===== config.mk =====
export PLATFORM = sky130hd
export DESIGN_NAME = alu32_flag_stage
export DESIGN_NICKNAME = d
export VERILOG_FILES = /design/src/rtl/alu32_pkg.sv /design/src/rtl/alu32_cond_eval.sv /design/src/rtl/alu32_flag_stage.sv
export SDC_FILE = /design/constraint.sdc
export NUM_CORES = 1
export LEC_CHECK = 0
export BUFFER_PORTS_ARGS = -buffer_cell sky130_fd_sc_hd__clkbuf_2
export CAP_MARGIN = 20
export CORE_UTILIZATION = 50
export DETAILED_ROUTE_END_ITERATION = 10
export MAX_ROUTING_LAYER = met4
export PLACE_DENSITY = 0.73
export SETUP_SLACK_MARGIN = 0.3
export SYNTH_ARGS = -nofsm -noshare
export SYNTH_HDL_FRONTEND = slang
export SYNTH_SLANG_ARGS = --single-unit

===== constraint.sdc =====
create_clock -name clk -period 4.55 [get_ports clk]
set_input_delay 0.2275 -clock clk [delete_from_list [all_inputs] [get_ports clk]]
set_output_delay 0.2275 -clock clk [all_outputs]
set_load 0.01 [all_outputs]

===== src/rtl/alu32_pkg.sv =====
// Shared definitions for the alu32 write-back path: condition codes,
// NZCV bit positions and datapath width.
package alu32_pkg;

   localparam int ALU_W = 32;

   localparam logic [3:0] COND_EQ = 4'b0000;
   localparam logic [3:0] COND_NE = 4'b0001;
   localparam logic [3:0] COND_CS = 4'b0010;
   localparam logic [3:0] COND_CC = 4'b0011;
   localparam logic [3:0] COND_MI = 4'b0100;
   localparam logic [3:0] COND_PL = 4'b0101;
   localparam logic [3:0] COND_VS = 4'b0110;
   localparam logic [3:0] COND_VC = 4'b0111;
   localparam logic [3:0] COND_HI = 4'b1000;
   localparam logic [3:0] COND_LS = 4'b1001;
   localparam logic [3:0] COND_GE = 4'b1010;
   localparam logic [3:0] COND_LT = 4'b1011;
   localparam logic [3:0] COND_GT = 4'b1100;
   localparam logic [3:0] COND_LE = 4'b1101;
   localparam logic [3:0] COND_AL = 4'b1110;
   localparam logic [3:0] COND_NV = 4'b1111;

   localparam int NZCV_N = 3;
   localparam int NZCV_Z = 2;
   localparam int NZCV_C = 1;
   localparam int NZCV_V = 0;

endpackage


===== src/rtl/alu32_cond_eval.sv =====
// Combinational condition-code check of a 4-bit cond against the NZCV flags.
module alu32_cond_eval
   import alu32_pkg::*;
(
   input  logic [3:0] i_cond,
   input  logic [3:0] i_nzcv,
   output logic       o_pass
);

   logic w_n;
   logic w_z;
   logic w_c;
   logic w_v;

   assign w_n = i_nzcv[NZCV_N];
   assign w_z = i_nzcv[NZCV_Z];
   assign w_c = i_nzcv[NZCV_C];
   assign w_v = i_nzcv[NZCV_V];

   always_comb begin
      o_pass = 1'b0;
      case (i_cond)
         COND_EQ: o_pass = w_z;
         COND_NE: o_pass = !w_z;
         COND_CS: o_pass = w_c;
         COND_CC: o_pass = !w_c;
         COND_MI: o_pass = w_n;
         COND_PL: o_pass = !w_n;
         COND_VS: o_pass = w_v;
         COND_VC: o_pass = !w_v;
         COND_HI: o_pass = w_c && !w_z;
         COND_LS: o_pass = !w_c || w_z;
         COND_GE: o_pass = (w_n == w_v);
         COND_LT: o_pass = (w_n != w_v);
         COND_GT: o_pass = !w_z && (w_n == w_v);
         COND_LE: o_pass = w_z || (w_n != w_v);
         COND_AL: o_pass = 1'b1;
         COND_NV: o_pass = 1'b0;
         default: o_pass = 1'b0;
      endcase
   end

endmodule


===== src/rtl/alu32_flag_stage.sv =====
// Conditional flag write-back stage: evaluates cond against NZCV, updates the
// flags on taken ops and forwards every result through a small output buffer.
module alu32_flag_stage
   import alu32_pkg::*;
#(
   parameter int DEPTH = 2,
   parameter int CNT_W = 16
)
(
   input  logic             clk,
   input  logic             reset_n,
   input  logic             in_valid,
   output logic             in_ready,
   input  logic [ALU_W-1:0] in_result,
   input  logic             in_c,
   input  logic             in_n,
   input  logic             in_z,
   input  logic             in_v,
   input  logic [3:0]       in_cond,
   input  logic             in_flag_we,
   output logic             out_valid,
   input  logic             out_ready,
   output logic [ALU_W-1:0] out_result,
   output logic             out_taken,
   output logic [3:0]       nzcv,
   output logic [CNT_W-1:0] taken_cnt,
   output logic [CNT_W-1:0] skip_cnt
);

   localparam int PTR_W = $clog2(DEPTH);
   localparam logic [PTR_W:0] DEPTH_C = (PTR_W+1)'(DEPTH);

   logic [ALU_W-1:0] r_mem_result [DEPTH];
   logic             r_mem_taken  [DEPTH];
   logic [PTR_W-1:0] r_wr_ptr;
   logic [PTR_W-1:0] r_rd_ptr;
   logic [PTR_W:0]   r_count;
   logic [3:0]       r_nzcv;
   logic [CNT_W-1:0] r_taken_cnt;
   logic [CNT_W-1:0] r_skip_cnt;
   logic             r_rst_done;

   logic w_pass;
   logic w_push;
   logic w_pop;

   alu32_cond_eval u_cond_eval (
      .i_cond (in_cond),
      .i_nzcv (r_nzcv),
      .o_pass (w_pass)
   );

   // r_rst_done keeps in_ready low while reset is held, without a reset_n comb path.
   assign in_ready   = r_rst_done && (r_count < DEPTH_C);
   assign out_valid  = (r_count != '0);
   assign w_push     = in_valid && in_ready;
   assign w_pop      = out_valid && out_ready;
   assign out_result = r_mem_result[r_rd_ptr];
   assign out_taken  = r_mem_taken[r_rd_ptr];
   assign nzcv       = r_nzcv;
   assign taken_cnt  = r_taken_cnt;
   assign skip_cnt   = r_skip_cnt;

   always_ff @(posedge clk) begin
      if (!reset_n) begin
         r_wr_ptr   <= '0;
         r_rd_ptr   <= '0;
         r_count    <= '0;
         r_rst_done <= 1'b0;
         for (int i = 0; i < DEPTH; i++) begin
            r_mem_result[i] <= '0;
            r_mem_taken[i]  <= 1'b0;
         end
      end else begin
         r_rst_done <= 1'b1;
         if (w_push) begin
            r_mem_result[r_wr_ptr] <= in_result;
            r_mem_taken[r_wr_ptr]  <= w_pass;
            r_wr_ptr               <= r_wr_ptr + PTR_W'(1);
         end
         if (w_pop) begin
            r_rd_ptr <= r_rd_ptr + PTR_W'(1);
         end
         if (w_push && !w_pop) begin
            r_count <= r_count + (PTR_W+1)'(1);
         end else if (!w_push && w_pop) begin
            r_count <= r_count - (PTR_W+1)'(1);
         end
      end
   end

   always_ff @(posedge clk) begin
      if (!reset_n) begin
         r_nzcv      <= 4'b0000;
         r_taken_cnt <= '0;
         r_skip_cnt  <= '0;
      end else if (w_push) begin
         if (w_pass) begin
            if (in_flag_we) begin
               r_nzcv <= {in_n, in_z, in_c, in_v};
            end
            if (r_taken_cnt != '1) begin
               r_taken_cnt <= r_taken_cnt + CNT_W'(1);
            end
         end else if (r_skip_cnt != '1) begin
            r_skip_cnt <= r_skip_cnt + CNT_W'(1);
         end
      end
   end

endmodule


==> summary.txt <==
Die
  • Chip width: 102 um
  • Rows: 36
  • IO Count: 116
  • Core box area: ~9700 um2
  • Die ar.: just over 10000 um2
  • Die height: between 100 and 150 um
  • Initial core utilization: 51.3%

Logic synthesis
  • Synthesized cell area: between 4000 and 5000 um2
  • Top cells by area, synth: edfxtp_1, dfxtp_1, and2_1
  • Yosys top cell area share: 38.5%
  • Sequential area share after synthesis: between 50% and 60%
  • Syn Area/Cell: between 10 and 15 um2
  • Synth cell types: between 40 and 50
  • Biggest area consumer among synthesized cells: edfxtp_1
  • Mapped Cells: roughly 450
  • Yosys warns: 0
  • Top FF cell, synth: edfxtp_1
  • Yosys reg bits: 108
  • Post-synth net total: around 500
  • EDFF count, synth: between 60 and 70
  • Post-synthesis async set-or-reset flop share: 0%

STA
  • Worst Max-Slew Pin Slew: ~0.96 ns
  • Final Hold Fails: 0
  • Setup violators final: 0
  • Fin crit share: 62.6%
  • Tmin final: between 2 and 3 ns
  • RSZ-0062 raised after global routing: false
  • Post-Route Setup TNS: 0 ns
  • Max Slew Vio Count: 0
  • Slew HR: ~36%
  • Max Clock Freq: around 350 MHz
  • Clock Skew: approximately 0.0097 ns

Layout
  • P&R area growth vs syn: 18.4%
  • Area of the multi-input gates: 2080 um2
  • Non-Filler Instances: 692
  • Most frequent cells in the layout: clkbuf_2, and2_1, edfxtp_1, dfxtp_1, nand2_1
  • Reg area: between 2000 and 3000 um2
  • Total Nets Final: approximately 600
  • Commonest non-fill, non-tap cell in the layout: clkbuf_2
  • Layout fillers: just over 800
  • Diode count: 0
  • Layout cells sized above 1: approximately a third

Critical path
  • Critical-path top delay cell: and3_1
  • Critical Path Fanout Max: 35
  • Critical path origin: r_count[1]
  • WP data required: 4.58 ns
  • WS Path Type: reg2reg
  • CP top delay family: simple AND/OR/NAND/NOR gates
  • Startpoint types: flop
  • Reg2reg start: r_count[1]
  • Arrival @ worst endpoint: 2.88 ns
  • CP max stage delay: 0.86 ns
  • CP Capture Type: flop
  • CP cell instances: nor2b_1 -> nand2_1 -> inv_1 -> and3_1 -> nand2b_1 -> buf_4
  • Buf+Inv Stages, Crit Path: 2

Route
  • First drt pass iteration count: 4
  • Iter 0 DRT Violations: 117
  • Vias: ~3800
  • Drt drc: 0
  • Routed Antenna Nets: 0
  • Via density: roughly 5.5
  • WL per Instance: roughly 15 um
  • Wirelength, routed: a little over 10000 um

Clocking
  • Sink Count: between 100 and 150
  • CTS tree: yes
  • H-Tree Depth: 3
  • Setup bufs post-CTS: 0
  • TritonCTS buffer count: 9
  • Clock Latency Late Sink: 0.37 ns
  • Clock transition at the registers of the reported paths: ~0.11 ns
  • CTS max path bufs: 2
  • Post-cts gate resize count: 0
  • Root buf cell: clkbuf_8
  • CTS Hold Bufs: 0

Placement
  • RePlAce Congestion: just under 0.9
  • DP HPWL: between 6000 and 7000 um
  • DP Cell Count: slightly below 700
  • Port Buffers: ~120

Pwr
  • VDD IR max: approximately 0.19 mV
  • PwrDens: 378 nW/um2
  • Leakage: ~2.4 nW

Hold path
  • Critical hold path startpoint: in_c
  • Hold WC Path Type: in2reg

Global route
  • First-pass GRT wire length: ~16000 um
  • Initial antenna violation count: 0
  • Met1 Resource Use GR: 25.2%
  • Grt total ovfl: 0
  • Vias in the first global route: 3374
  • Largest net degree at the start of global routing: 37
  • Gr usage total: approximately a fifth
  • Top Usage Layer GRT: met2
  • Met2 Usage GRT: ~34%
  • Met3 layer usage reported by global route: 3.83%

Run status
  • Outcome: complete, no violations

Run
  • Max Cap Viol: 0
==> state kept, by name (all words and copies together) (netlist names), 2 cells and up, named ones only <==
name and flops:
r_mem_result 64, taken_cnt 16, skip_cnt 16, r_mem_taken 2, nzcv 4, r_count 2
==> routing by layer <==
metal  part of all wire, %  wire (um)
met1                    43       4500
met3                   6.1        631
met2                    49       5100
met5                     0          0
met4                   1.6        161
==> per-stage QoR <==
stage                     hold WS [ns]  power, mW  setup WS (ns)  util, %  instance area, um2
after CTS                       0.0454       2.24           1.64     60.3                5870
final                           0.0642       2.23           1.70     60.8                5910
after floorplan                  0.255       1.50           1.05        -                4990
after global placement           0.457       1.66           1.76     58.4                5680
after global routing            0.0685       2.33           1.38     60.8                5910
after detailed placement         0.464       1.67           1.67     58.4                5680
==> worst register-to-register path, stage by stage, from the launching register on <==
cell and delay (ns):
dfxtp_1 0.35, nor2b_1 0.16, nand2_1 0.19, inv_1 0.34, and3_1 0.86, nand2b_1 0.20
buf_4 0.39
==> path summary, 6_finish.rpt <==
path	endpoint	slack, ns	cells past startpoint
setup reg to reg	r_mem_result[1][10]	1.70	6
setup / recovery	r_mem_result[1][10]	1.70	6
hold / removal	nzcv[1]	0.06	3
hold reg to reg	r_mem_taken[0]	0.48	2
==> where the power goes <==
| part | switching (mW) | leakage, nW | total [mW] | internal, mW |
|---|---|---|---|---|
| Combinational | 0.281 | 1.24 | 0.512 | 0.231 |
| Clock | 0.358 | 0.0947 | 0.572 | 0.214 |
| Sequential | 0.0306 | 1.03 | 1.15 | 1.12 |
==> cell families (layout without fill, tap and decap cells) <==
kind of cell,Yosys count,count (layout),synth area share (%)
xor+xnor,7,7,1.23
compound gates,64,64,8.27
mux,42,42,9.23
fa+ha+maj,3,3,0.752
buf+inv,31,143,2.63
flops,108,108,56.2
simple gates,192,192,21.7
==> synth_stat cells (2+ instances only) <==
cell       n
and2_1    66
edfxtp_1  64
dfxtp_1   44
nand2_1   38
mux2_2    32
a21oi_1   22
clkbuf_1  21
o31ai_1   14
nand2b_1  13
o21ai_0   13
or4_1     13
nor2_1    12
nand3_1   11
mux2i_1   10
nand4_1   10
and3_1     8
nor3_1     6
inv_1      5
xor2_1     5
o311ai_0   4
o41ai_1    4
or3_1      4
ha_1       3
nor4_1     3
buf_1      2
buf_6      2
nor3b_1    2
xnor2_1    2
==> cell type report <==
cell class | instances | area share, %
timing repair buffer | 121 | 11.0
sequential | 108 | 47.4
inverter | 6 | 0.381
clock inverter | 7 | 1.10
clock buffer | 9 | 2.10
multi-input combinational | 308 | 35.2
tap | 133 | 2.82
(Power assumes the default switching activity.)
